$ cat src/rtl/regfile_sequencer_if.sv
// Command / register-file bundle for regfile_sequencer.
// Latency: n/a (wires only).
// Backpressure: cmd_valid/cmd_ready handshake; the register-file side never stalls.
//
// Signals:
//   cmd_valid, cmd_op, cmd_rd, cmd_rs1, cmd_rs2, cmd_imm : command from the environment
//   cmd_ready                                            : sequencer can accept a command
//   rf_addr_r1, rf_addr_r2 / rf_rdata1, rf_rdata2        : two asynchronous read ports
//   rf_addr_w, rf_wdata, rf_we                           : single write port
//   done, result, cmd_count                              : completion status
//
// The master side is the environment: it issues commands and owns the register file.
// The slave side is the sequencer.
interface regfile_sequencer_if #(
   parameter int BITS_DATA = 32,
   parameter int BITS_ADDR = 3
);
   logic                 cmd_valid;
   logic                 cmd_ready;
   logic [1:0]           cmd_op;
   logic [BITS_ADDR-1:0] cmd_rd;
   logic [BITS_ADDR-1:0] cmd_rs1;
   logic [BITS_ADDR-1:0] cmd_rs2;
   logic [BITS_DATA-1:0] cmd_imm;

   logic [BITS_ADDR-1:0] rf_addr_r1;
   logic [BITS_ADDR-1:0] rf_addr_r2;
   logic [BITS_DATA-1:0] rf_rdata1;
   logic [BITS_DATA-1:0] rf_rdata2;
   logic [BITS_ADDR-1:0] rf_addr_w;
   logic [BITS_DATA-1:0] rf_wdata;
   logic                 rf_we;

   logic                 done;
   logic [BITS_DATA-1:0] result;
   logic [15:0]          cmd_count;

   modport master (
      output cmd_valid, cmd_op, cmd_rd, cmd_rs1, cmd_rs2, cmd_imm,
      output rf_rdata1, rf_rdata2,
      input  cmd_ready,
      input  rf_addr_r1, rf_addr_r2, rf_addr_w, rf_wdata, rf_we,
      input  done, result, cmd_count
   );

   modport slave (
      input  cmd_valid, cmd_op, cmd_rd, cmd_rs1, cmd_rs2, cmd_imm,
      input  rf_rdata1, rf_rdata2,
      output cmd_ready,
      output rf_addr_r1, rf_addr_r2, rf_addr_w, rf_wdata, rf_we,
      output done, result, cmd_count
   );
endinterface

$ cat src/rtl/regfile_sequencer.sv
// Sequences MOVI/ADD/SUB/AND commands against an external 2R1W register file.
// Latency: accept edge to rf_we high is 1 cycle (MOVI) or 3 cycles (ALU ops).
// Backpressure: cmd_ready only in IDLE; commands offered while busy are not queued.
//
// Ports:
//   clk   : single clock, rising edge
//   rst   : synchronous active-high reset (does not touch register-file contents)
//   bus   : regfile_sequencer_if slave modport (command, register-file ports, status)
//
// Flow: IDLE -(MOVI)-> WRITE -> IDLE
//       IDLE -(ALU)--> READ -> EXEC -> WRITE -> IDLE
// All outputs are registers; the FSM and every output live in one always_ff.
module regfile_sequencer #(
   parameter int BITS_DATA = 32,
   parameter int BITS_ADDR = 3
) (
   input  logic               clk,
   input  logic               rst,
   regfile_sequencer_if.slave bus
);

   typedef enum logic [1:0] {
      S_IDLE  = 2'd0,
      S_READ  = 2'd1,
      S_EXEC  = 2'd2,
      S_WRITE = 2'd3
   } state_t;

   localparam logic [1:0] OP_MOVI = 2'b00;
   localparam logic [1:0] OP_ADD  = 2'b01;
   localparam logic [1:0] OP_SUB  = 2'b10;
   localparam logic [1:0] OP_AND  = 2'b11;

   state_t               r_state;
   logic [1:0]           r_op;
   logic                 r_cmd_ready;
   logic [BITS_ADDR-1:0] r_addr_r1;
   logic [BITS_ADDR-1:0] r_addr_r2;
   logic [BITS_ADDR-1:0] r_addr_w;
   logic [BITS_DATA-1:0] r_a;
   logic [BITS_DATA-1:0] r_b;
   logic [BITS_DATA-1:0] r_wdata;
   logic                 r_we;
   logic                 r_done;
   logic [BITS_DATA-1:0] r_result;
   logic [15:0]          r_cmd_count;

   logic                 w_accept;

   // Arithmetic wraps modulo 2^BITS_DATA; no carry/borrow is kept.
   function automatic logic [BITS_DATA-1:0] alu(
      input logic [1:0]           op,
      input logic [BITS_DATA-1:0] a,
      input logic [BITS_DATA-1:0] b
   );
      logic [BITS_DATA-1:0] y;
      case (op)
         OP_ADD:  y = a + b;
         OP_SUB:  y = a - b;
         OP_AND:  y = a & b;
         default: y = a;    // MOVI never reaches the ALU
      endcase
      return y;
   endfunction

   // cmd_ready is high exactly in IDLE, so this is also "IDLE and offered".
   assign w_accept = bus.cmd_valid & r_cmd_ready;

   always_ff @(posedge clk) begin
      if (rst) begin
         r_state     <= S_IDLE;
         r_op        <= OP_MOVI;
         r_cmd_ready <= 1'b1;
         r_addr_r1   <= '0;
         r_addr_r2   <= '0;
         r_addr_w    <= '0;
         r_a         <= '0;
         r_b         <= '0;
         r_wdata     <= '0;
         r_we        <= 1'b0;
         r_done      <= 1'b0;
         r_result    <= '0;
         r_cmd_count <= '0;
      end else begin
         // Write strobe and done are single-cycle pulses by default.
         r_we   <= 1'b0;
         r_done <= 1'b0;

         case (r_state)
            S_IDLE: begin
               if (w_accept) begin
                  r_op        <= bus.cmd_op;
                  r_addr_w    <= bus.cmd_rd;
                  r_cmd_ready <= 1'b0;
                  if (bus.cmd_op == OP_MOVI) begin
                     // Immediate goes straight to the write port; the read
                     // addresses are left alone so they do not toggle.
                     r_wdata     <= bus.cmd_imm;
                     r_result    <= bus.cmd_imm;
                     r_we        <= 1'b1;
                     r_done      <= 1'b1;
                     r_cmd_count <= r_cmd_count + 16'd1;
                     r_state     <= S_WRITE;
                  end else begin
                     r_addr_r1 <= bus.cmd_rs1;
                     r_addr_r2 <= bus.cmd_rs2;
                     r_state   <= S_READ;
                  end
               end
            end

            S_READ: begin
               // Sources are sampled here, two edges before the write, so
               // rd == rs1/rs2 always sees the old register value.
               r_a     <= bus.rf_rdata1;
               r_b     <= bus.rf_rdata2;
               // Computing the write data from the same read data lets
               // rf_wdata be valid throughout EXEC, one cycle ahead of rf_we.
               r_wdata <= alu(r_op, bus.rf_rdata1, bus.rf_rdata2);
               r_state <= S_EXEC;
            end

            S_EXEC: begin
               r_result    <= alu(r_op, r_a, r_b);
               r_we        <= 1'b1;
               r_done      <= 1'b1;
               r_cmd_count <= r_cmd_count + 16'd1;
               r_state     <= S_WRITE;
            end

            S_WRITE: begin
               r_cmd_ready <= 1'b1;
               r_state     <= S_IDLE;
            end

            default: begin
               r_cmd_ready <= 1'b1;
               r_state     <= S_IDLE;
            end
         endcase
      end
   end

   assign bus.cmd_ready  = r_cmd_ready;
   assign bus.rf_addr_r1 = r_addr_r1;
   assign bus.rf_addr_r2 = r_addr_r2;
   assign bus.rf_addr_w  = r_addr_w;
   assign bus.rf_wdata   = r_wdata;
   assign bus.rf_we      = r_we;
   assign bus.done       = r_done;
   assign bus.result     = r_result;
   assign bus.cmd_count  = r_cmd_count;

endmodule

$ cat src/flat_wrapper.sv
// flat-port wrapper written by rule: the top's interface ports become plain ports
module regfile_sequencer_flat 
#(
   parameter int BITS_DATA = 32,
   parameter int BITS_ADDR = 3
)
  (clk, rst, bus_cmd_valid, bus_cmd_op, bus_cmd_rd, bus_cmd_rs1, bus_cmd_rs2, bus_cmd_imm, bus_rf_rdata1, bus_rf_rdata2, bus_cmd_ready, bus_rf_addr_r1, bus_rf_addr_r2, bus_rf_addr_w, bus_rf_wdata, bus_rf_we, bus_done, bus_result, bus_cmd_count);
  regfile_sequencer_if #(.BITS_DATA(BITS_DATA), .BITS_ADDR(BITS_ADDR)) bus_i ();
  input  logic clk;
  input  logic rst;
  input wire logic [$bits(bus_i.cmd_valid)-1:0] bus_cmd_valid;
  input wire logic [$bits(bus_i.cmd_op)-1:0] bus_cmd_op;
  input wire logic [$bits(bus_i.cmd_rd)-1:0] bus_cmd_rd;
  input wire logic [$bits(bus_i.cmd_rs1)-1:0] bus_cmd_rs1;
  input wire logic [$bits(bus_i.cmd_rs2)-1:0] bus_cmd_rs2;
  input wire logic [$bits(bus_i.cmd_imm)-1:0] bus_cmd_imm;
  input wire logic [$bits(bus_i.rf_rdata1)-1:0] bus_rf_rdata1;
  input wire logic [$bits(bus_i.rf_rdata2)-1:0] bus_rf_rdata2;
  output wire logic [$bits(bus_i.cmd_ready)-1:0] bus_cmd_ready;
  output wire logic [$bits(bus_i.rf_addr_r1)-1:0] bus_rf_addr_r1;
  output wire logic [$bits(bus_i.rf_addr_r2)-1:0] bus_rf_addr_r2;
  output wire logic [$bits(bus_i.rf_addr_w)-1:0] bus_rf_addr_w;
  output wire logic [$bits(bus_i.rf_wdata)-1:0] bus_rf_wdata;
  output wire logic [$bits(bus_i.rf_we)-1:0] bus_rf_we;
  output wire logic [$bits(bus_i.done)-1:0] bus_done;
  output wire logic [$bits(bus_i.result)-1:0] bus_result;
  output wire logic [$bits(bus_i.cmd_count)-1:0] bus_cmd_count;
  assign bus_i.cmd_valid = bus_cmd_valid;
  assign bus_i.cmd_op = bus_cmd_op;
  assign bus_i.cmd_rd = bus_cmd_rd;
  assign bus_i.cmd_rs1 = bus_cmd_rs1;
  assign bus_i.cmd_rs2 = bus_cmd_rs2;
  assign bus_i.cmd_imm = bus_cmd_imm;
  assign bus_i.rf_rdata1 = bus_rf_rdata1;
  assign bus_i.rf_rdata2 = bus_rf_rdata2;
  assign bus_cmd_ready = bus_i.cmd_ready;
  assign bus_rf_addr_r1 = bus_i.rf_addr_r1;
  assign bus_rf_addr_r2 = bus_i.rf_addr_r2;
  assign bus_rf_addr_w = bus_i.rf_addr_w;
  assign bus_rf_wdata = bus_i.rf_wdata;
  assign bus_rf_we = bus_i.rf_we;
  assign bus_done = bus_i.done;
  assign bus_result = bus_i.result;
  assign bus_cmd_count = bus_i.cmd_count;
  regfile_sequencer #(.BITS_DATA(BITS_DATA), .BITS_ADDR(BITS_ADDR)) u_core (.clk(clk), .rst(rst), .bus(bus_i));
endmodule
$ cat config.mk
export PLATFORM = sky130hd
export DESIGN_NAME = regfile_sequencer_flat
export DESIGN_NICKNAME = d
export VERILOG_FILES = /design/src/rtl/regfile_sequencer_if.sv /design/src/rtl/regfile_sequencer.sv /design/src/flat_wrapper.sv
export SDC_FILE = /design/constraint.sdc
export NUM_CORES = 1
export LEC_CHECK = 0
export CAP_MARGIN = 5
export CORE_ASPECT_RATIO = 1.1
export CORE_MARGIN = 1
export CORE_UTILIZATION = 60
export DETAILED_ROUTE_END_ITERATION = 12
export DONT_BUFFER_PORTS = 1
export GPL_ROUTABILITY_DRIVEN = 0
export PLACE_DENSITY_LB_ADDON = 0.05
export SLEW_MARGIN = 40
export SYNTH_ARGS = -nofsm -noshare
export SYNTH_HDL_FRONTEND = slang
export SYNTH_SLANG_ARGS = --single-unit
$ cat constraint.sdc
create_clock -name clk -period 9.6 [get_ports clk]
set_input_delay 1.44 -clock clk [delete_from_list [all_inputs] [get_ports clk]]
set_output_delay 1.44 -clock clk [all_outputs]
set_load 0.02 [all_outputs]
Word-level counts from Yosys, hierarchy flattened --
Cells that the tools add are included.
Operators by class: add/subtract/negate cells 5, equality and inequality tests 8, muxes and demuxes 17, bitwise operators 4, reductions and logical operators 10
Operator list (number):
- case mux 32 bit (3 select lines) | 2
- case mux 32 bit (2 select lines) | 2
- adder 32 bit | 2
- AND 32 bit | 2
- 2-to-1 mux 32 bit | 2
- subtractor 32 bit | 2
- 2-to-1 mux 16 bit | 2
- case mux 16 bit (2 select lines) | 1
- adder 16 x 1 -> 16 bit, second input constant | 1
- AND reduction 3 bit | 3
- == test 2 bit, second input constant | 4
- case mux 2 bit (4 select lines) | 1
- nonzero test 2 bit | 3
- == test 2 x 1 -> 1 bit, second input constant | 2
- zero test 2 bit | 2
- 2-to-1 mux 2 bit | 2
- inequality test 2 x 1 -> 1 bit, second input constant | 2
- case mux 1 bit (2 select lines) | 2
- AND reduction 2 bit | 2
- 2-to-1 mux 1 bit | 3
- AND 1 bit | 1
- inverter 1 bit | 1
Storage, ports and cells: register bits after elaboration 159, output and inout bits 92, logic and storage cells 56

Depth between registers and ports, before layout --
Gate-level depths: netlist of run 1.
word-level depth 4, depth in mapped cells 20

Least setup slack after synthesis of run 1 --
OpenSTA, ideal clock, no wires.
path type input-to-reg, start input bus_rf_rdata2[2], end register u_core.r_wdata[31], in the netlist u_core.bus.rf_wdata[31], setup time 0.091 ns, data arrival time 4.789 ns, path slack 4.720 ns, stages 18, path buffers 0, cells stage by stage nor3_2 > nand2_2 > nor3_4 > and2_1 > and3b_1 > a21oi_1 > xnor2_1 > ha_1 > a21o_1 > a21o_1 > a21o_1 > or3_1 > o21ai_2 > o21a_2 > o21ai_2 > and2_4 > or3_1 > a311oi_1
On the way: longest elaborated chain between the ends 3
RTL lines:
- start, declared | line flat_wrapper.sv:18 | input wire logic [$bits(bus_i.rf_rdata2)-1:0] bus_rf_rdata2;
- subtractor 32 bit / adder 32 bit (equally long branches) | line regfile_sequencer.sv:59, regfile_sequencer.sv:58
- case mux 32 bit (3 select lines) (*) | line regfile_sequencer.sv:57 | case (op)
- case mux 32 bit (2 select lines) (*) | line regfile_sequencer.sv:89 | case (r_state)
- end signal, assigned | line regfile_sequencer.sv:98 | r_wdata <= bus.cmd_imm;
- end signal, assigned | line regfile_sequencer.sv:119 | r_wdata <= alu(r_op, bus.rf_rdata1, bus.rf_rdata2);
- end, declared | line regfile_sequencer.sv:42 | logic [BITS_DATA-1:0] r_wdata;
Every way passes the cells marked *; elsewhere a longest branch is shown, timed or not. A chain may end at the register's enable or synchronous reset.

Final worst setup path of run 1 --
start register u_core.r_b[2], end register u_core.r_result[28], in the netlist u_core.bus.result[28]
On the way: longest elaborated chain between the ends 3
RTL lines:
- start, declared | line regfile_sequencer.sv:41 | logic [BITS_DATA-1:0] r_b;
- start signal, assigned | line regfile_sequencer.sv:116 | r_b <= bus.rf_rdata2;
- subtractor 32 bit / adder 32 bit (equally long branches) | line regfile_sequencer.sv:59, regfile_sequencer.sv:58
- case mux 32 bit (3 select lines) (*) | line regfile_sequencer.sv:57
- case mux 32 bit (2 select lines) (*) | line regfile_sequencer.sv:89
- end signal, assigned | line regfile_sequencer.sv:99 | r_result <= bus.cmd_imm;
- end signal, assigned | line regfile_sequencer.sv:124 | r_result <= alu(r_op, r_a, r_b);
- end, declared | line regfile_sequencer.sv:45 | logic [BITS_DATA-1:0] r_result;
Marks and branches as above.

==> load_flow_metrics.sql, run 1 <==
INSERT INTO impl_metrics (metric_group, metric, value, unit) VALUES
('worst_setup_path', 'worstPathMaxFanout', '7', ''),
('pwr', 'combinationalPowerShare', '57.7', '%'),
('synthesis', 'synthArstFlopShare', '0', '%'),
('routing', 'via_to_cell_ratio', '6.55', ''),
('routing', 'num_vias', '11500', ''),
('cts', 'buffers_from_clock_root_to_sink_at_most', '2', ''),
('pwr', 'seqPwrFrac', '25.9', '%'),
('die', 'floorplan.die.width', '136', 'um'),
('synthesis', 'cell_with_the_most_instances_after_synthesis', 'sky130_fd_sc_hd__nor2_1', ''),
('placement', 'place.detailed.instances', '1719', ''),
('synthesis', 'cell_area_after_synthesis', '11800', 'um2'),
('routing', 'drt-pass1-iter-count', '6', ''),
('routing', 'remaining_drc_errors', '0', ''),
('synthesis', 'ys_dominant_reg_cell', 'sky130_fd_sc_hd__dfxtp_1', ''),
('sta', 'timing.final.crit_period', '5.10', 'ns'),
('synthesis', 'netlist.area_leader.share', '27.0', '%'),
('worst_setup_path', 'worstPathRequired', '9.96', 'ns'),
('worst_setup_path', 'crit_path_launch_type', 'register', ''),
('sta', 'worst_clock_skew', '0.00909', 'ns'),
('sta', 'post-route-worst-setup-slack', '4.50', 'ns'),
('routing', 'detail-route-antenna-nets', '0', ''),
('synthesis', 'synth.yosys.warnings', '0', ''),
('die', 'die_y', '149', 'um'),
('sta', 'grt_setup_unrepaired', 'false', ''),
('placement', 'hpwl_dp', '27.4', 'mm'),
('pwr', 'post-layout-total-power', '4.21', 'mW'),
('sta', 'fin_tns_setup', '0', 'ns'),
('placement', 'placement.cell_area', '11900', 'um2'),
('cts', 'cts_inserted_buffers', '17', ''),
('global_route', 'track_usage', '37.7', '%'),
('sta', 'max_clock_freq', '196', 'MHz'),
('global_route', 'use_met2', '61.0', '%'),
('cts', 'root_buffer', 'sky130_fd_sc_hd__clkbuf_16', ''),
('synthesis', 'netlist_instances', '1550', ''),
('cells_and_area', 'num-nets-final', '1677', ''),
('global_route', 'met3_usage', '8.63', '%'),
('cts', 'clock_latency', '0.44', 'ns'),
('global_route', 'antenna_violations_before_repair', '0', ''),
('cts', 'tritoncts', 'done', ''),
('global_route', 'grt_pass1_vias', '10700', ''),
('cells_and_area', 'post_route_cells_drive_above_1_share', '5.39', '%'),
('synthesis', 'synth_top_cells_by_area', 'sky130_fd_sc_hd__dfxtp_1 (27%), sky130_fd_sc_hd__ha_1 (7.9%), sky130_fd_sc_hd__a21oi_1 (7.5%), sky130_fd_sc_hd__xnor2_1 (6.6%), sky130_fd_sc_hd__nor2_1 (6.4%)', ''),
('placement', 'post-place-ws', '4.32', 'ns'),
('placement', 'port_buffers', '0', ''),
('cells_and_area', 'area_delta_synth_final', '6.03', '%'),
('worst_setup_path', 'worst_path_class_setup', 'register to register', ''),
('sta', 'timing.final.hold_violations', '0', ''),
('pwr', 'sw_frac_of_total', '49.3', '%'),
('worst_setup_path', 'worst_ep_arrival_time', '5.46', 'ns'),
('pwr', 'power_frac_clock', '16.4', '%'),
('cts', 'cts_repair_resize_count', '0', ''),
('routing', 'route.detailed.wl_per_inst', '21.9', 'um'),
('sta', 'setup_viol_count_final', '0', ''),
('run_status', 'run_status', 'complete, no violations', ''),
('die', 'floorplan.rows', '53', ''),
('synthesis', 'ys_seq_area_share', '27.0', '%'),
('synthesis', 'synth_enable_flop_cells', '0', ''),
('cts', 'cts_sinks', '159', ''),
('routing', 'dr.first_iter.drc_count', '930', ''),
('pwr', 'total_leakage_power', '4.87', 'nW'),
('cts', 'worst_setup_hold_path_clk_slew', '0.08', 'ns'),
('synthesis', 'synth_cell_types', '79', ''),
('cts', 'postCtsSetupRepairBufs', '0', ''),
('sta', 'timing.final.max_slew_violations', '0', ''),
('global_route', 'pin_count_of_the_biggest_net_entering_global_routing', '162', ''),
('synthesis', 'synth_top_cell_by_area', 'sky130_fd_sc_hd__dfxtp_1', ''),
('cells_and_area', 'antennaDiodeCount', '0', ''),
('hold_path', 'min-delay-path-class', 'register to register', ''),
('sta', 'worst_pin_slew', '0.872', 'ns'),
('die', 'floorplan.die_area', '20200', 'um2'),
('worst_setup_path', 'timing.critical_path.to_type', 'register', '');
-- critical path, cell delays in order, from the launching register on --
cell	delay, ns
sky130_fd_sc_hd__dfxtp_1	0.41
sky130_fd_sc_hd__nor4_1	0.35
sky130_fd_sc_hd__and2_1	0.31
sky130_fd_sc_hd__nand2_1	0.10
sky130_fd_sc_hd__or2_2	0.32
sky130_fd_sc_hd__nor4_2	0.56
sky130_fd_sc_hd__nand2_1	0.11
sky130_fd_sc_hd__nor2_1	0.36
sky130_fd_sc_hd__a21oi_1	0.15
sky130_fd_sc_hd__xnor2_1	0.16
sky130_fd_sc_hd__ha_1	0.35
sky130_fd_sc_hd__a21o_1	0.20
sky130_fd_sc_hd__a21o_1	0.21
sky130_fd_sc_hd__nor3_1	0.16
sky130_fd_sc_hd__o211ai_1	0.22
sky130_fd_sc_hd__a41oi_1	0.35
sky130_fd_sc_hd__xnor2_1	0.21
sky130_fd_sc_hd__o2111ai_1	0.21
sky130_fd_sc_hd__a211oi_1	0.25
-- path summary, 6_finish.rpt --
| kind | from | endpoint | slack [ns] | cells past startpoint |
|---|---|---|---|---|
| worst max-delay path | u_core.r_b[2]$_SDFFE_PP0N_ | u_core.bus.result[28]$_SDFFE_PP0P_ | 4.50 | 18 |
| worst min-delay path | u_core.r_a[20]$_SDFFE_PP0N_ | u_core.r_a[20]$_SDFFE_PP0N_ | 0.49 | 2 |
| worst max register to register | u_core.r_b[2]$_SDFFE_PP0N_ | u_core.bus.result[28]$_SDFFE_PP0P_ | 4.50 | 18 |
| worst min register to register | u_core.r_a[20]$_SDFFE_PP0N_ | u_core.r_a[20]$_SDFFE_PP0N_ | 0.49 | 2 |
-- cells in the final DEF (no fill, tap or decap), drive strengths merged, types with 11 or more instances in the layout --
cell / instances
nor2: 202
a21oi: 177
dfxtp: 159
nand2: 154
xnor2: 90
ha: 74
inv: 72
mux2i: 71
o21ai: 55
nor3: 53
xor2: 35
o211ai: 32
a21o: 31
nor4: 26
o221ai: 22
nand3: 18
a221oi: 17
clkbuf: 17
a211oi: 16
a31oi: 13
buf: 13
or3: 11
-- registers in the layout, summed over array words and instances, names as in the netlist --
name and count:
u_core.bus.rf_addr_r2 3, u_core.bus.cmd_count 16, u_core.bus.rf_addr_r1 3, u_core.bus.rf_wdata 32
u_core.r_op 2, u_core.r_b 32, u_core.bus.result 32, u_core.bus.rf_addr_w 3
u_core.bus.cmd_ready 1, u_core.bus.done 1, u_core.r_a 32, u_core.r_state 2
-- cells by family (layout without fill, tap and decap cells) --
logic type	Yosys count	after routing	synth area share (%)
XOR/XNOR	125	125	9.35
adder cells (fa/ha/maj)	76	76	8.19
buffers and inverters	156	110	5.05
AO/OA/AOI/OAI	431	431	23.6
flip-flops	159	159	27.0
multiplexers	73	73	6.22
AND/OR/NAND/NOR	530	530	20.6
-- per-layer routing --
metal  vias up  share of wire (%)
met4         0                5.9
met1      5370                 38
li1       5423                  -
met3       126                8.8
met5         -                  0
met2       554                 47
-- area by class of cell --
class | count | area [um2]
clock buffer | 17 | 425
clock inverter | 15 | 164
fill | 1723 | 6660
inverter | 65 | 245
multi-input combinational | 1235 | 8080
sequential | 159 | 3180
tap | 247 | 309
timing repair buffer | 13 | 97.6
-- power groups by stage --
| stage | sequential, mW | combinational, mW | clock (mW) |
|---|---|---|---|
| after global placement | 1.10 | 2.33 | 0 |
| after detailed placement | 1.10 | 2.36 | 0 |
| final | 1.09 | 2.43 | 0.690 |
| after floorplan | 1.04 | 1.88 | 0 |
| after global routing | 1.11 | 2.65 | 0.720 |
| after CTS | 1.09 | 2.38 | 0.693 |
Power figures use the tool's default switching activity.
==> inputs of run 2 (changes only) <==
Settings changed: CORE_UTILIZATION 60 to 59.
Clock period 9.6 ns to 4.1 ns, I/O delays scaled along.
==> load_flow_metrics.sql, run 2 (synthesized netlist as in run 1, its figures left out) <==
INSERT INTO impl_metrics (metric_group, metric, value, unit) VALUES
('run_status', 'run_status', 'complete, no violations', ''),
('die', 'floorplan.rows', '53', ''),
('placement', 'port_buffers', '0', ''),
('cells_and_area', 'area_delta_synth_final', '13.2', '%'),
('die', 'floorplan.io_pins', '202', ''),
('cts', 'cts_inserted_buffers', '17', ''),
('pwr', 'sw_frac_of_total', '47.8', '%'),
('cts', 'ctsHoldBuffers', '0', ''),
('routing', 'detail_route.wirelength', '39.9', 'mm'),
('sta', 'worst_pin_slew', '0.806', 'ns'),
('pwr', 'power.net_switching', '5.13', 'mW'),
('global_route', 'wire_length_of_the_first_global_routing_pass', '60.3', 'mm'),
('global_route', 'pin_count_of_the_biggest_net_entering_global_routing', '162', ''),
('sta', 'fin_tns_setup', '0', 'ns'),
('cts', 'cts_htree_levels', '4', ''),
('hold_path', 'min-delay-path-class', 'input pin to register', ''),
('worst_setup_path', 'crit_path_launch_type', 'register', ''),
('placement', 'hpwl_dp', '28.9', 'mm'),
('die', 'area_of_the_core', '19400', 'um2'),
('global_route', 'grt.overflow.total', '0', ''),
('sta', 'max-slew-margin-rel', '46.2', '%'),
('die', 'floorplan.die_area', '20600', 'um2'),
('sta', 'timing.final.hold_violations', '0', ''),
('cells_and_area', 'num-nets-final', '1775', ''),
('worst_setup_path', 'crit-reg2reg-launch', 'u_core.r_b[5]$_SDFFE_PP0N_', ''),
('sta', 'timing.final.max_slew_violations', '0', ''),
('die', 'die_y', '150', 'um'),
('routing', 'drt-pass1-iter-count', '6', ''),
('cells_and_area', 'utilization', '68.9', '%'),
('pwr', 'p_per_area', '805', 'nW/um2'),
('sta', 'setup_viol_count_final', '0', ''),
('cts', 'clock_latency', '0.44', 'ns'),
('cells_and_area', 'layout.cells.most_common_list', 'sky130_fd_sc_hd__nor2_1 (200), sky130_fd_sc_hd__a21oi_1 (174), sky130_fd_sc_hd__dfxtp_1 (158), sky130_fd_sc_hd__nand2_1 (151), sky130_fd_sc_hd__buf_4 (108)', ''),
('pwr', 'post-layout-total-power', '10.7', 'mW'),
('pwr', 'total_leakage_power', '5.39', 'nW'),
('global_route', 'track_usage', '38.4', '%'),
('die', 'initial_utilization', '60.9', '%'),
('worst_setup_path', 'worst_ep_arrival_time', '4.28', 'ns'),
('sta', 'worst_clock_skew', '0.0115', 'ns'),
('sta', 'timing.final.crit_period', '3.92', 'ns'),
('job', 'max-cap-violations', '0', ''),
('pwr', 'combinationalPowerShare', '61.5', '%'),
('routing', 'detail-route-antenna-nets', '0', ''),
('routing', 'dr.first_iter.drc_count', '1072', ''),
('worst_setup_path', 'timing.critical_path.to_type', 'register', ''),
('cells_and_area', 'antennaDiodeCount', '0', ''),
('routing', 'route.detailed.wl_per_inst', '21.6', 'um'),
('routing', 'num_vias', '12000', ''),
('global_route', 'grt_pass1_vias', '11300', ''),
('routing', 'via_to_cell_ratio', '6.47', ''),
('cts', 'tritoncts', 'done', ''),
('pwr', 'seqPwrFrac', '23.4', '%'),
('cts', 'cts_sinks', '159', ''),
('worst_setup_path', 'worst_path_class_setup', 'register to register', ''),
('pwr', 'worst_ir_drop_vdd', '0.398', 'mV'),
('worst_setup_path', 'worstPathRequired', '4.45', 'ns'),
('cells_and_area', 'post_route_cells_drive_above_1_share', '12.5', '%'),
('pwr', 'intPower', '5.61', 'mW'),
('worst_setup_path', 'worst_setup_startpoint', 'u_core.r_b[5]$_SDFFE_PP0N_', ''),
('routing', 'remaining_drc_errors', '0', ''),
('cts', 'worst_setup_hold_path_clk_slew', '0.07', 'ns'),
('hold_path', 'hold_path_origin', 'rst', ''),
('die', 'floorplan.die.width', '137', 'um'),
('worst_setup_path', 'worstPathMaxFanout', '5', ''),
('sta', 'max_clock_freq', '255', 'MHz'),
('cts', 'root_buffer', 'sky130_fd_sc_hd__clkbuf_16', ''),
('cells_and_area', 'commonest_non_fill_non_tap_cell_in_the_layout', 'sky130_fd_sc_hd__nor2_1', ''),
('cts', 'buffers_from_clock_root_to_sink_at_most', '2', ''),
('global_route', 'antenna_violations_before_repair', '0', ''),
('pwr', 'power_frac_clock', '15.1', '%'),
('sta', 'min_period_over_period', '95.6', '%');
-- run 2: cell types whose count changed in the layout (fill, tap and decap cells not counted), sizes merged --
| cell | previous run | this run |
|---|---|---|
| inv | 72 | 74 |
| clkinvlp | 1 | 0 |
| buf | 13 | 111 |
| clkinv | 7 | 6 |
-- run 2: final timing paths --
kind | slack (ns) | cells after the start | end
max reg2reg | 0.18 | 18 | u_core.bus.result[27]$_SDFFE_PP0P_
min reg2reg | 0.49 | 2 | u_core.r_a[23]$_SDFFE_PP0N_
max | 0.18 | 18 | u_core.bus.result[27]$_SDFFE_PP0P_
min | 0.24 | 1 | u_core.r_b[30]$_SDFFE_PP0N_
-- run 2: routing by layer --
| layer | track usage, % | up-vias | routed length (um) |
|---|---|---|---|
| met2 | 63.6 | 616 | 19000 |
| met5 | 0 | - | 0 |
| met3 | 9.29 | 141 | 3630 |
| met1 | 43.6 | 5579 | 14800 |
| li1 | - | 5620 | - |
| met4 | 26.1 | 0 | 2440 |
-- run 2: final cells by class --
class / count / area (um2)
well taps: 247 / 309
multi-input cells: 1235 / 8160
clock inverters: 15 / 160
clock buffers: 17 / 425
repair buffers: 111 / 862
flip-flops and latches: 159 / 3180
fillers: 1676 / 6010
inverters: 65 / 244
-- run 2: what timing repair did --
item,4_1_cts,5_1_grt
endpoints found under the setup margin,1,12
pin swaps,0,18
hold endpoints to repair,0,0
buffers inserted,0,2
resized for setup,1,24
-- run 2: power by group through the flow --
stage / Sequential [mW] / Clock (mW) / Combinational (mW)
after floorplan: 2.43 / 0 / 4.41
after global placement: 2.53 / 0 / 6.22
after detailed placement: 2.53 / 0 / 6.30
final: 2.51 / 1.62 / 6.61
after global routing: 2.56 / 1.68 / 7.17
after CTS: 2.50 / 1.61 / 6.36
-- run 2: per-stage QoR --
stage                     worst slack [ns]  hold slack, ns  cells  instance area (um2)
after floorplan                     0.0451           0.463   1550                11800
after global placement             -0.0488           0.474   1815                12600
after detailed placement           -0.0995           0.476   1815                12600
after CTS                           0.0379           0.246   1847                13200
after global routing               -0.0195           0.237   1849                13300
final                                0.179           0.240   1849                13300
-- run 2: worst max-delay path, cell delays in order (launching register included) --
cell                        delay, ns
sky130_fd_sc_hd__dfxtp_2         0.34
sky130_fd_sc_hd__nor4_4          0.32
sky130_fd_sc_hd__and2_4          0.22
sky130_fd_sc_hd__nand2_1         0.08
sky130_fd_sc_hd__buf_4           0.14
sky130_fd_sc_hd__nor2_1          0.13
sky130_fd_sc_hd__a21oi_1         0.10
sky130_fd_sc_hd__xnor2_1         0.19
sky130_fd_sc_hd__ha_2            0.35
sky130_fd_sc_hd__a21o_1          0.18
sky130_fd_sc_hd__a21oi_1         0.14
sky130_fd_sc_hd__nor2_1          0.07
sky130_fd_sc_hd__o41ai_1         0.25
sky130_fd_sc_hd__o21ai_0         0.12
sky130_fd_sc_hd__a31o_2          0.25
sky130_fd_sc_hd__a221o_1         0.35
sky130_fd_sc_hd__xor2_1          0.19
sky130_fd_sc_hd__o2111ai_1       0.16
sky130_fd_sc_hd__a311oi_1        0.27
